`src/rtl/axi_pkg.sv`:
```
// rtl/axi_pkg.sv - shared AXI response/burst codes and SRAM slave state encoding
package axi_pkg;

  localparam logic [1:0] RESP_OKAY   = 2'b00;
  localparam logic [1:0] RESP_SLVERR = 2'b10;

  localparam logic [1:0] BURST_FIXED = 2'b00;
  localparam logic [1:0] BURST_INCR  = 2'b01;
  localparam logic [1:0] BURST_WRAP  = 2'b10;

  localparam logic [2:0] SIZE_WORD   = 3'b010;

  typedef enum logic [2:0] {
    ST_IDLE,
    ST_R_ISSUE,
    ST_R_DATA,
    ST_W_DATA,
    ST_B_RESP
  } state_t;

  function automatic logic burst_supported(input logic [1:0] burst);
    return (burst == BURST_FIXED) || (burst == BURST_INCR);
  endfunction

endpackage

```
`src/rtl/axi_sram_slave.sv`:
```
// rtl/axi_sram_slave.sv - AXI4 responder bridging one slave port to a single-port sync SRAM
// One transaction in flight; reads take an issue cycle plus a data cycle per beat.
module axi_sram_slave
  import axi_pkg::*;
#(
  parameter int ID_W    = 8,
  parameter int ADDR_W  = 32,
  parameter int DATA_W  = 32,
  parameter int LEN_W   = 4,
  parameter int SRAM_AW = 14
) (
  input  logic                clk,
  input  logic                rst,
  input  logic [ID_W-1:0]     ARID,
  input  logic [ADDR_W-1:0]   ARADDR,
  input  logic [LEN_W-1:0]    ARLEN,
  input  logic [2:0]          ARSIZE,
  input  logic [1:0]          ARBURST,
  input  logic                ARVALID,
  output logic                ARREADY,
  output logic [ID_W-1:0]     RID,
  output logic [DATA_W-1:0]   RDATA,
  output logic [1:0]          RRESP,
  output logic                RLAST,
  output logic                RVALID,
  input  logic                RREADY,
  input  logic [ID_W-1:0]     AWID,
  input  logic [ADDR_W-1:0]   AWADDR,
  input  logic [LEN_W-1:0]    AWLEN,
  input  logic [2:0]          AWSIZE,
  input  logic [1:0]          AWBURST,
  input  logic                AWVALID,
  output logic                AWREADY,
  input  logic [DATA_W-1:0]   WDATA,
  input  logic [DATA_W/8-1:0] WSTRB,
  input  logic                WLAST,
  input  logic                WVALID,
  output logic                WREADY,
  output logic [ID_W-1:0]     BID,
  output logic [1:0]          BRESP,
  output logic                BVALID,
  input  logic                BREADY,
  output logic                CEB,
  output logic [DATA_W/8-1:0] WEB,
  output logic [SRAM_AW-1:0]  A,
  output logic [DATA_W-1:0]   DI,
  input  logic [DATA_W-1:0]   DO
);

  localparam int STRB_W = DATA_W / 8;
  localparam logic [SRAM_AW-1:0] ADDR_ONE = 1;
  localparam logic [LEN_W-1:0]   LEN_ONE  = 1;

  state_t               r_state;
  state_t               w_next;
  logic                 r_rr;
  logic [ID_W-1:0]      r_id;
  logic [SRAM_AW-1:0]   r_addr;
  logic [LEN_W-1:0]     r_len;
  logic [LEN_W-1:0]     r_cnt;
  logic [1:0]           r_burst;
  logic                 r_bad_burst;
  logic                 r_err;
  logic                 r_first;
  logic [DATA_W-1:0]    r_rdata;

  logic w_idle;
  logic w_ar_hs;
  logic w_aw_hs;
  logic w_last;
  logic w_w_beat;
  logic w_step;
  logic w_unused_addr;

  assign w_idle  = (r_state == ST_IDLE);
  // r_rr=0 favours the read channel when both address valids collide
  assign ARREADY = w_idle & ARVALID & (~AWVALID | ~r_rr);
  assign AWREADY = w_idle & AWVALID & (~ARVALID | r_rr);
  assign w_ar_hs = ARVALID & ARREADY;
  assign w_aw_hs = AWVALID & AWREADY;

  assign w_last   = (r_cnt == r_len);
  assign w_w_beat = (r_state == ST_W_DATA) & WVALID;
  assign w_step   = ((r_state == ST_R_DATA) & RREADY) | w_w_beat;

  // DO is only valid in the first data cycle; afterwards the captured copy is replayed
  assign RDATA = r_first ? (r_bad_burst ? '0 : DO) : r_rdata;
  assign RID   = r_id;
  assign BID   = r_id;
  assign RRESP = r_err ? RESP_SLVERR : RESP_OKAY;
  assign BRESP = r_err ? RESP_SLVERR : RESP_OKAY;
  assign A     = r_addr;

  assign w_unused_addr = ^{ARADDR[ADDR_W-1:SRAM_AW+2], ARADDR[1:0],
                           AWADDR[ADDR_W-1:SRAM_AW+2], AWADDR[1:0]};

  always_comb begin
    w_next = r_state;
    CEB    = 1'b1;
    WEB    = '1;
    DI     = '0;
    RVALID = 1'b0;
    RLAST  = 1'b0;
    WREADY = 1'b0;
    BVALID = 1'b0;
    case (r_state)
      ST_IDLE: begin
        if (w_ar_hs)      w_next = ST_R_ISSUE;
        else if (w_aw_hs) w_next = ST_W_DATA;
      end
      ST_R_ISSUE: begin
        CEB    = 1'b0;
        w_next = ST_R_DATA;
      end
      ST_R_DATA: begin
        RVALID = 1'b1;
        RLAST  = w_last;
        if (RREADY) w_next = w_last ? ST_IDLE : ST_R_ISSUE;
      end
      ST_W_DATA: begin
        WREADY = 1'b1;
        if (WVALID) begin
          // unsupported burst types run their beats without touching the macro
          CEB = r_bad_burst;
          WEB = r_bad_burst ? {STRB_W{1'b1}} : ~WSTRB;
          DI  = WDATA;
          if (w_last) w_next = ST_B_RESP;
        end
      end
      ST_B_RESP: begin
        BVALID = 1'b1;
        if (BREADY) w_next = ST_IDLE;
      end
      default: w_next = ST_IDLE;
    endcase
  end

  always_ff @(posedge clk or posedge rst) begin
    if (rst) begin
      r_state     <= ST_IDLE;
      r_rr        <= 1'b0;
      r_id        <= '0;
      r_addr      <= '0;
      r_len       <= '0;
      r_cnt       <= '0;
      r_burst     <= BURST_FIXED;
      r_bad_burst <= 1'b0;
      r_err       <= 1'b0;
      r_first     <= 1'b0;
      r_rdata     <= '0;
    end else begin
      r_state <= w_next;
      r_first <= (r_state == ST_R_ISSUE);
      if (r_state == ST_R_DATA) r_rdata <= RDATA;
      if (w_ar_hs) begin
        r_rr        <= ~r_rr;
        r_id        <= ARID;
        r_addr      <= ARADDR[SRAM_AW+1:2];
        r_len       <= ARLEN;
        r_cnt       <= '0;
        r_burst     <= ARBURST;
        r_bad_burst <= ~burst_supported(ARBURST);
        r_err       <= ~burst_supported(ARBURST) | (ARSIZE != SIZE_WORD);
      end else if (w_aw_hs) begin
        r_rr        <= ~r_rr;
        r_id        <= AWID;
        r_addr      <= AWADDR[SRAM_AW+1:2];
        r_len       <= AWLEN;
        r_cnt       <= '0;
        r_burst     <= AWBURST;
        r_bad_burst <= ~burst_supported(AWBURST);
        r_err       <= ~burst_supported(AWBURST) | (AWSIZE != SIZE_WORD);
      end else if (w_step) begin
        r_cnt <= r_cnt + LEN_ONE;
        if (r_burst == BURST_INCR) r_addr <= r_addr + ADDR_ONE;
        // the burst length comes from AWLEN; a misplaced WLAST only taints the response
        if (w_w_beat && (WLAST != w_last)) r_err <= 1'b1;
      end
    end
  end

endmodule

```
`config.mk`:
```
export PLATFORM = sky130hd
export DESIGN_NAME = axi_sram_slave
export DESIGN_NICKNAME = d
export VERILOG_FILES = /design/src/rtl/axi_pkg.sv /design/src/rtl/axi_sram_slave.sv
export SDC_FILE = /design/constraint.sdc
export NUM_CORES = 1
export LEC_CHECK = 0
export CAP_MARGIN = 20
export CORE_AREA = 2 2 109 111
export CTS_CLUSTER_DIAMETER = 80
export DETAILED_ROUTE_END_ITERATION = 8
export DIE_AREA = 0 0 111 113
export DONT_BUFFER_PORTS = 1
export PLACE_DENSITY = 0.56
export SYNTH_ARGS = -nofsm -noshare
export SYNTH_HDL_FRONTEND = slang
export SYNTH_SLANG_ARGS = --single-unit
```
`constraint.sdc`:
```
create_clock -name clk -period 3.3 [get_ports clk]
set_input_delay 0.165 -clock clk [delete_from_list [all_inputs] [get_ports clk]]
set_output_delay 0.165 -clock clk [all_outputs]
set_load 0.03 [all_outputs]
```
* Word level (Yosys, flattened, before mapping)
Cells that the tools add are included.
Operators by class: equal/unequal tests 16, div/mod/pow operators 0, $add $sub $neg 2, multipliers 0, shifts and indexed selects 0, $lt $le $gt $ge 0, multiplexer cells 43, bitwise operators 19, reductions and logical operators 13
Operators by type and width (number):
- $mux 32 | 4
- $mux 14 | 4
- $mux 4 | 8
- $mux 3 | 6
- $mux 8 | 2
- $pmux 3 s5 | 1
- $add 14x1->14 const B | 1
- $mux 1 | 14
- $reduce_bool 3->1 | 3
- $and 1x1->1 | 8
- $ne 2x2->1 const B | 4
- $eq 2x1->1 const B | 3
- $eq 3x2->1 const B | 2
- $mux 2 | 3
- $ne 3x2->1 const B | 2
- $not 1->1 | 5
- $or 1x1->1 | 5
- $reduce_and 5->1 | 1
- $add 4x1->4 const B | 1
- $eq 4x4->1 | 1
- $logic_not 2->1 | 2
- $not 4->4 | 1
- $reduce_and 2->1 | 2
- $eq 3x1->1 const B | 1
- 8 further kinds | 9
Storage, ports and cells: ROM bits 0, memories 0, bits in writable memories 0, latch bits 0, logic and storage cells 104, register bits after elaboration 71, output and inout port bits 109

* Logic depth before layout (Yosys ltp)
Gate-level depths: netlist of the first run.
word-level depth 7, gate-level depth with buffers 8, mapped depth without buffers 5

* Worst setup path after synthesis of the first run
Ideal clock, no wire load.
kind register to register, from register r_addr[0] (netlist: A[0]), to register r_addr[10] (netlist: A[10]), arrival time 1765 ps, data required time 3224 ps, clock period less this slack 1841 ps, setup slack 1459 ps, library setup time 76 ps, stages on the path, launching flop included 6, cell sequence dfrtp_1 ha_1 nand4_1 or3_1 o311a_1 o21ai_1
Between the ends: cells in the longest elaborated chain, start to end 5
Ends and longest elaborated chain:
- from (decl) | RTL line axi_sram_slave.sv:58 | logic [SRAM_AW-1:0] r_addr;
- from (signal assigned) | RTL line axi_sram_slave.sv:158 | r_addr <= ARADDR[SRAM_AW+1:2];
- from (signal assigned) | RTL line axi_sram_slave.sv:167 | r_addr <= AWADDR[SRAM_AW+1:2];
- from (signal assigned) | RTL line axi_sram_slave.sv:175 | if (r_burst == BURST_INCR) r_addr <= r_addr + ADDR_ONE;
- $add 14x1->14 | RTL line axi_sram_slave.sv:175
- $mux 14 | RTL line axi_sram_slave.sv:175
- $mux 14 | RTL line axi_sram_slave.sv:173 | end else if (w_step) begin
- $mux 14 | RTL line axi_sram_slave.sv:164 | end else if (w_aw_hs) begin
- $mux 14 | RTL line axi_sram_slave.sv:155 | if (w_ar_hs) begin
Every way passes these cells. The select of a mux whose other input is x is not followed. A chain may end at the register's enable or synchronous reset.

* Worst setup path in the final report of the first run
from register r_state[2], to register r_id[2] (netlist: BID[2])
Between the ends: cells in the longest elaborated chain, start to end 5, elaborated cells on any way between the ends 9, those cells by class 1 x mux; 6 x bitwise; 2 x reduce/logical
Ends and longest elaborated chain:
- from (decl) | RTL line axi_sram_slave.sv:54 | state_t r_state;
- from (signal assigned) | RTL line axi_sram_slave.sv:152 | r_state <= w_next;
- $logic_not 3->1 * | RTL line axi_sram_slave.sv:75 | assign w_idle = (r_state == ST_IDLE);
- $and 1x1->1 (on tied branches) (2 in a row) | RTL line axi_sram_slave.sv:77, axi_sram_slave.sv:78
- $and 1x1->1 (on tied branches) | RTL line axi_sram_slave.sv:79, axi_sram_slave.sv:80
- $mux 8 or $reduce_bool 2->1 (tied branches)
- to (signal assigned) | RTL line axi_sram_slave.sv:142 | r_id <= '0;
- to (signal assigned) | RTL line axi_sram_slave.sv:157 | r_id <= ARID;
- to (signal assigned) | RTL line axi_sram_slave.sv:166 | r_id <= AWID;
- to (decl) | RTL line axi_sram_slave.sv:57 | logic [ID_W-1:0] r_id;
Every way passes the cells marked *; elsewhere a longest branch is shown, timed or not.

==> flow_summary.toml, run 1 <==
[global_routing]
grt_pass1_wl_um = 19500
use_met3_pct = 6.16
grt_usage_pct = 19.3
antenna_found_initial = 1
grt.busiest_layer = "met2"
use_met2_pct = 31.9
gr-total-overflow = 0
grt_use_met1_pct = 24.8
grt_max_degree = 35
grt_pass1_vias = 3727

[sta]
rsz0062_at_grt = "false"
tightest_slew_ns = 1.07
slew-limit-headroom_pct = 27.7
timing.final.hold_violations = 0
max_clock_freq_ghz = 0.414
setup_viol = 0
fin_tns_setup_ns = 0
skew_ns = 0.00856
period_minus_slack_ns = 2.42
slew_viol_final = 0
finalCritPeriodShare_pct = 73.3

[pwr]
max-vdd-ir-drop_uv = 604
p_leak_nw = 2.09
p_per_area_nw_per_um2 = 1090
power_mw = 5.52

[placed_design]
io_buffers = 0
gp_congestion = 0.824
place_hpwl_um = 9000

[job]
timing.max_cap.violations = 0

[critical_path]
crit_path_top_delay_cell = "dlygate4sd3_1"
cp_max_fo = 26
path_class = "flip-flop to flip-flop"
slowest_delay_ns = 0.57
arrival_ns = 2.68
worstSetupStartpointType = "flip-flop"
cpMostUsedCell = "buf_4"
worstSetupEndpointType = "flip-flop"
reg2reg_depth = 8
r2r_end = "BID[2]"
worst_ep_required_time_ns = 3.56
path_cells = "nor3_1, buf_4, nand3_1, clkinv_1, buf_4, nand2_1, a31oi_1, dlygate4sd3_1"
rrSetupSlack_ns = 0.88
rr_startpoint = "r_state[2]"

[synth]
synthTopCellsByArea = "dfrtp_1 40%, mux2_2 8.4%, nand2_1 6.5%"
synth_ff_type = "dfrtp_1"
synth_top_area_share_pct = 39.9
yosysWarningCount = 0
postSynthAreaPerCell_um2 = 8.67
yosysSeqAreaShare_pct = 39.9
syn_area_um2 = 4450
synth.distinct_cells = 66
syn_inst = 513
synth-edff-count = 0
synthArstFlopShare_pct = 100
synth_top_area_cell = "dfrtp_1"
synth_seq_cells = 71

[outcome]
status = "finished clean"

[die]
coreArea_um2 = 11300
die_width_um = 111
die_y_um = 113
std_cell_rows = 39
pin_count = 283
die-area_um2 = 12500
initial_core_util_pct = 39.5

[route]
postRouteAntennaNets = 0
drt-vias-per-instance = 5.56
drt_iter0_drc = 185
drc_errors = 0
post_drt_wl_per_cell_um = 18.6
firstDrtPassIters = 4
num_vias = 3688
wl_um = 12400

[finish]
drive_gt1_share_pct = 14.1
multi_input_area_um2 = 2260
nNetsFinal = 690
seqCellArea_um2 = 1780
area_delta_synth_final_pct = 13.6
num-fill-cells = 1100

[clock_tree]
clock_latency_ns = 0.32
cts_tree = "built"
cts_buffers = 9
cts_resized = 0
cts_root_buffer = "clkbuf_16"
path_clk_slew_ns = 0.06
h-tree-depth = 3
cts_buffer_depth = 2
cts_sinks = 71

[hold_path]
min_path_cells = 2
hold_end = "BID[3]"
hp-class = "primary input to flip-flop"
holdCritStartpoint = "ARID[3]"
through the flow:
step                worst slack [ns]  utilization [%]  hold slack [ns]  area (um^2)  cells
CTS                            0.625             44.7          0.00157         5040    661
detailed placement             0.763             39.6           0.0942         4460    624
global placement               0.862             39.6           0.0888         4460    624
global route                   0.710             44.8          0.00729         5050    662
floorplan                       1.34                -            0.254         4450    514
finish                         0.882             44.9           0.0182         5060    663
layout by cell type, fill, tap and decap left out, types with 4 or more instances in the layout:
master,synthesis,final
a21oi_1,5,5
o31a_1,5,5
mux2_2,33,33
dfrtp_1,71,71
nor4_1,7,7
xnor2_1,7,7
buf_4,17,11
a31oi_1,17,17
a221oi_1,4,4
nand2b_1,4,4
o211ai_1,5,5
a22oi_1,4,4
nand4_1,5,5
nor3_1,10,10
inv_1,41,40
o21ai_0,43,43
nand3_1,9,9
dlygate4sd3_1,0,21
nand2_1,77,77
and2_1,32,32
clkbuf_16,0,9
nor2_1,26,25
o21a_1,5,5
synth_stat cells, types with 3 or more instances:
library cell,number
nand2_1,77
a31oi_1,17
nand4_1,5
and2_1,32
buf_1,3
o31a_1,5
xnor2_1,7
dfrtp_1,71
buf_4,17
a21oi_1,5
o211ai_1,5
o21a_1,5
or3_1,3
xor2_1,3
nand3_1,9
buf_2,6
nor2_1,26
nor4_1,7
o22ai_1,3
clkbuf_1,15
a22oi_1,4
nand2b_1,4
o21ai_1,3
a221oi_1,4
inv_1,41
nor3_1,10
or4_1,3
o21ai_0,43
mux2_2,33
critical path, delay by kind of cell, from the launching register on:
kind | cells | cell delay, ns
AND/OR/NAND/NOR | 3 | 0.49
AO/OA/AOI/OAI | 1 | 0.18
buffers and inverters | 4 | 1.20
flip-flops | 1 | 0.47
layout make-up:
cell class | instances | area share [%]
diodes | 1 | 0.0495
clock inverters | 4 | 1.95
inverters | 43 | 3.22
well taps | 143 | 3.54
clock buffers | 12 | 5.27
flip-flops and latches | 71 | 35.1
repair buffers | 33 | 6.09
multi-input cells | 356 | 44.7
where the power goes:
group	leakage, nW	switching [mW]	internal, mW
combinational	1.04	1.59	0.858
sequential	0.878	0.699	1.20
clock	0.179	0.365	0.803
total	2.09	2.65	2.86
worst max-delay path by stage:
| stage | from | end | depth (start not counted) |
|---|---|---|---|
| CTS | r_first | RDATA[1] | 4 |
| finish | r_state[2] | BID[2] | 8 |
| detailed placement | r_first | r_rdata[1] | 5 |
| global route | r_state[0] | BID[2] | 8 |
| floorplan | rst | A[0] | 1 |
| global placement | r_first | r_rdata[25] | 5 |
state kept, by name, indices dropped and copies added (netlist names):
name	cells
r_rdata	32
r_rr	1
BID	8
r_err	1
A	14
r_cnt	4
r_len	4
r_first	1
r_bad_burst	1
r_state	3
r_burst	2
routing by layer:
layer	part of all wire, %	up-vias
met3	8.7	6
met4	0.69	0
met5	0	-
met1	43	1735
met2	48	181
li1	-	1766
cells by family after synthesis:
| group | count (synthesis) | share of synthesized area (%) |
|---|---|---|
| AO/OA/AOI/OAI | 117 | 17.7 |
| XOR/XNOR | 10 | 1.97 |
| adder cells (fa/ha/maj) | 2 | 0.562 |
| buffers and inverters | 87 | 9.53 |
| flip-flops | 71 | 39.9 |
| multiplexers | 35 | 8.80 |
| other | 1 | 0.0843 |
| AND/OR/NAND/NOR | 190 | 21.5 |
timing repair:
item                                   in CTS  in global routing
setup buffers                               0                  0
hold buffers                               21                  0
endpoints found under the hold margin      40                  0
Note: power is estimated with default switching activity, not from simulation.
==> run 2: changes to the inputs <==
==> constraint.sdc (replaced) <==
create_clock -name clk -period 2.54 [get_ports clk]
set_input_delay 0.127 -clock clk [delete_from_list [all_inputs] [get_ports clk]]
set_output_delay 0.127 -clock clk [all_outputs]
set_load 0.03 [all_outputs]
==> run 2 against run 1 <==
Final cell count rose by 7.8%. First-iteration DRC count rose by 19%. Sequential power increased by 31%. Worst hold slack got worse by 0.00055 ns. Routed wire length grew 2.5%. Critical path depth unchanged. Fmax grew 1.5%. Highest routed layer unchanged.
==> flow_summary.toml, run 2 (synthesis gave the netlist of run 1 again) <==
[route]
drc_errors = 0
m1WireLength_um = 5350
dr_wl_met3_um = 1110
wl_met2_um = 5960
num_vias = 3982
routed.top_layer = "met4"
wl_um = 12700
firstDrtPassIters = 4
post_drt_wl_per_cell_um = 17.7
postRouteAntennaNets = 0
drt-vias-per-instance = 5.57
drt_iter0_drc = 221

[placed_design]
io_buffers = 0
gp_congestion = 0.844
dp_cells = 659
place_area_um2 = 4730
place_hpwl_um = 9190

[critical_path]
worst_ep_required_time_ns = 2.81
cp_max_fo = 14
slowest_delay_ns = 0.58
path_class = "flip-flop to flip-flop"
worstSetupEndpointType = "flip-flop"
crit_path_top_delay_cell = "dlygate4sd3_1"
cp-endpoint = "BID[1]"
r2r_end = "BID[1]"
cpMostUsedCell = "buf_4"
rr_startpoint = "r_state[2]"
rrSetupSlack_ns = 0.16
arrival_ns = 2.65
path_buf_inv = 4
critPathLaunch = "r_state[2]"
reg2reg_depth = 8
path_depth = 8
critical-path-top-delay-family = "buffers and inverters"
worstSetupStartpointType = "flip-flop"
path_cells = "nor3_1, buf_4, nand3_1, clkinv_1, buf_4, nand2_1, a31oi_1, dlygate4sd3_1"

[die]
coreArea_um2 = 11300
die_width_um = 111
pin_count = 283
die-area_um2 = 12500
initial_core_util_pct = 39.5
std_cell_rows = 39
die_y_um = 113

[global_routing]
grt_pass1_vias = 3925
grt_pass1_wl_um = 20000
grt_max_degree = 35
antenna_found_initial = 1
grt_usage_pct = 19.8
gr-total-overflow = 0

[sta]
slew-limit-headroom_pct = 23.2
rsz0062_at_grt = "false"
timing.final.hold_violations = 0
skew_ns = 0.00804
slew_viol_final = 0
finalCritPeriodShare_pct = 93.8
fin_tns_setup_ns = 0
tightest_slew_ns = 1.14
max_clock_freq_ghz = 0.420
period_minus_slack_ns = 2.38
setup_viol = 0

[finish]
area_delta_synth_final_pct = 21.2
fin_cells = 715
drive_gt1_share_pct = 18.9
nNetsFinal = 742
largest_reg_flops = 32
num-fill-cells = 1101
layout_common_cells = "76 x nand2_1, 71 x dfrtp_1, 46 x buf_4"
fin_area_um2 = 5390
final_util_pct = 47.9
mostFrequentLayoutCell = "nand2_1"
largest_register = "r_rdata"

[clock_tree]
cts_sinks = 71
clock_latency_ns = 0.33
cts_buffers = 9
cts_root_buffer = "clkbuf_16"
cts_tree = "built"
cts_buffer_depth = 2
h-tree-depth = 3
path_clk_slew_ns = 0.06
cts_setup_buffers = 0

[outcome]
status = "finished clean"

[pwr]
p_leak_nw = 2.30
max-vdd-ir-drop_uv = 721
p_per_area_nw_per_um2 = 1350

[job]
timing.max_cap.violations = 0

[hold_path]
hp-class = "primary input to flip-flop"
run 2: changes by cell type in the layout (fill, tap and decap cells not counted), sizes merged:
cell / before / now
buf: 12 / 46
dlygate4sd3: 21 / 39
clkinv: 2 / 6
bufinv: 3 / 0
clkbuf: 12 / 9
clkinvlp: 0 / 2
run 2: cell type report:
class | count | area [um^2] | share of cell area, %
antenna | 1 | 2.50 | 0.0464
clock buffer | 9 | 225 | 4.18
clock inverter | 7 | 47.5 | 0.881
inverter | 43 | 163 | 3.02
multi-input combinational | 356 | 2260 | 42.0
sequential | 71 | 1780 | 32.9
tap | 143 | 179 | 3.32
timing repair buffer | 85 | 736 | 13.6
run 2: per-layer routing:
metal  vias to the layer above  global-route usage [%]
met3                        20                    6.11
met4                         0                    8.42
met5                         -                       0
met1                      1890                    24.5
li1                       1878                       -
met2                       194                    32.3
run 2: worst min path at each step:
stage / start / to / depth (start not counted)
6_report: ARADDR[13] / A[11] / 2
5_1_grt: ARADDR[4] / A[2] / 2
4_1_cts: ARADDR[13] / A[11] / 2
3_5_place_dp: rst / A[11] / 1
3_3_place_gp: rst / r_rr / 1
2_1_floorplan: BREADY / r_state[2] / 1
run 2: per-stage QoR:
stage               total power, mW  setup slack (ns)  hold slack [ns]
floorplan                      5.18             0.616            0.216
global placement               5.81             0.451       -0.0000233
detailed placement             5.88             0.435         0.000540
CTS                            7.29            0.0458          0.00416
global route                   7.76            0.0241           0.0172
finish                         7.26             0.158           0.0177
run 2: power breakdown:
group,switching (mW),internal (mW),leakage (nW)
clock,0.492,0.660,0.132
sequential,0.917,1.56,0.878
combinational,2.13,1.49,1.29
total,3.54,3.71,2.30
run 2: what timing repair did:
item,CTS,global route
hold buffers,39,0
setup endpoints to repair,0,13
endpoints found under the hold margin,40,0
gates resized for setup,0,1
==> run 3: changes to the inputs <==
--- a/config.mk
+++ b/config.mk
@@ -11,6 +11,7 @@
 export DETAILED_ROUTE_END_ITERATION = 8
 export DIE_AREA = 0 0 111 113
 export DONT_BUFFER_PORTS = 1
+export GPL_TIMING_DRIVEN = 0
 export PLACE_DENSITY = 0.56
 export SYNTH_ARGS = -nofsm -noshare
 export SYNTH_HDL_FRONTEND = slang
==> run 3 against run 2 <==
Count of clock-buffer cells in the layout unchanged. Clock skew down 0.0027 ns. First-iteration DRC count up 5.9%. Largest power group unchanged. Highest routed layer unchanged.
==> flow_summary.toml, run 3 (synthesis gave the netlist of run 1 again) <==
[clock_tree]
cts_buffer_depth = 2
clock_latency_ns = 0.34
cts_setup_buffers = 0
cts_sinks = 71
path_clk_slew_ns = 0.06
cts_tree = "built"
cts_root_buffer = "clkbuf_16"
cts_buffers = 9
h-tree-depth = 3

[finish]
nNetsFinal = 740
fin_cells = 711
layout_common_cells = "77 x nand2_1, 71 x dfrtp_1, 43 x o21ai_0"
drive_gt1_share_pct = 15.1
fin_area_um2 = 5360
largest_register = "r_rdata"
area_delta_synth_final_pct = 20.4
diodes = 0
mostFrequentLayoutCell = "nand2_1"
largest_reg_flops = 32

[critical_path]
rr_startpoint = "r_state[2]"
worst_ep_required_time_ns = 2.41
worstSetupStartpointType = "flip-flop"
cp_max_fo = 10
reg2reg_depth = 5
r2r_end = "r_rdata[10]"
path_class = "flip-flop to output pin"
rrSetupSlack_ns = 0.35
worstSetupEndpointType = "output pin"
arrival_ns = 2.07

[route]
drt_iter0_drc = 234
drc_errors = 0
post_drt_wl_per_cell_um = 18.6
wl_um = 13200
num_vias = 3945
firstDrtPassIters = 5
postRouteAntennaNets = 0
drt-vias-per-instance = 5.55

[hold_path]
hp-class = "primary input to flip-flop"
min_path_cells = 2
holdCritStartpoint = "ARBURST[0]"
hold_end = "r_burst[0]"

[sta]
tightest_slew_ns = 1.13
slew-limit-headroom_pct = 24.1
max_clock_freq_ghz = 0.455
timing.final.hold_violations = 0
finalCritPeriodShare_pct = 86.6
period_minus_slack_ns = 2.20
rsz0062_at_grt = "false"
skew_ns = 0.00534
slew_viol_final = 0
setup_viol = 0

[global_routing]
grt_pass1_vias = 3927
antenna_found_initial = 0
grt_usage_pct = 21.0
grt_pass1_wl_um = 20900
gr-total-overflow = 0
grt_max_degree = 46

[die]
die-area_um2 = 12500
die_width_um = 111
initial_core_util_pct = 39.5
std_cell_rows = 39
die_y_um = 113
coreArea_um2 = 11300
pin_count = 283

[placed_design]
io_buffers = 0
place_area_um2 = 4660
place_hpwl_um = 9830
gp_congestion = 0.845
dp_cells = 658

[pwr]
max-vdd-ir-drop_uv = 734
p_leak_nw = 2.24
power_mw = 7.19
p_per_area_nw_per_um2 = 1340

[outcome]
status = "finished clean"

[job]
timing.max_cap.violations = 0
[run 3: routing by layer]
metal	wire, um	GRT usage, %
met1	5400	25.9
met2	6460	34.7
met3	1190	7.50
met4	192	6.33
met5	0	0
[run 3: worst max-delay path by stage]
stage,to,cells after the start,startpoint
floorplan,A[0],1,rst
global placement,A[5],1,rst
detailed placement,BID[7],7,r_state[2]
CTS,AWREADY,5,r_state[2]
global route,BID[4],7,r_state[2]
finish,RDATA[1],4,r_first
[run 3: power by group]
group          switching (mW)  total, mW  internal [mW]
clock                   0.490       1.34          0.851
sequential              0.728       2.30           1.57
combinational            2.33       3.56           1.23
[run 3: timing repair]
action / CTS / global route
hold buffers: 38 / 0
resized for setup: 0 / 1
endpoints found under the hold margin: 51 / 0
setup endpoints to repair: 0 / 5
[run 3: final cells by class]
cell class / count / area, um^2
Fill cell: 1099 / 5920
Clock buffer: 9 / 225
Buffer: 44 / 264
Clock inverter: 6 / 86.3
Inverter: 43 / 164
Sequential cell: 71 / 1780
Multi-Input combinational cell: 356 / 2250
Timing Repair Buffer: 39 / 408
Tap cell: 143 / 179
[run 3: critical path, cell delays in order (launching register included)]
cell      delay (ns)
dfrtp_1         0.46
nor2b_1         0.35
clkbuf_1        0.39
nand2_1         0.09
o21ai_0         0.43
[run 3: per-stage QoR]
stage	worst slack (ns)	hold WS (ns)	setup TNS (ns)	util (%)
2_1_floorplan	0.616	0.216	0	-
3_3_place_gp	-0.310	0.217	-21.56	41.1
3_5_place_dp	0.165	0.0174	0	41.4
4_1_cts	0.0924	0.00129	0	47.5
5_1_grt	0.149	0.0105	0	47.5
6_report	0.341	0.0143	0	47.5
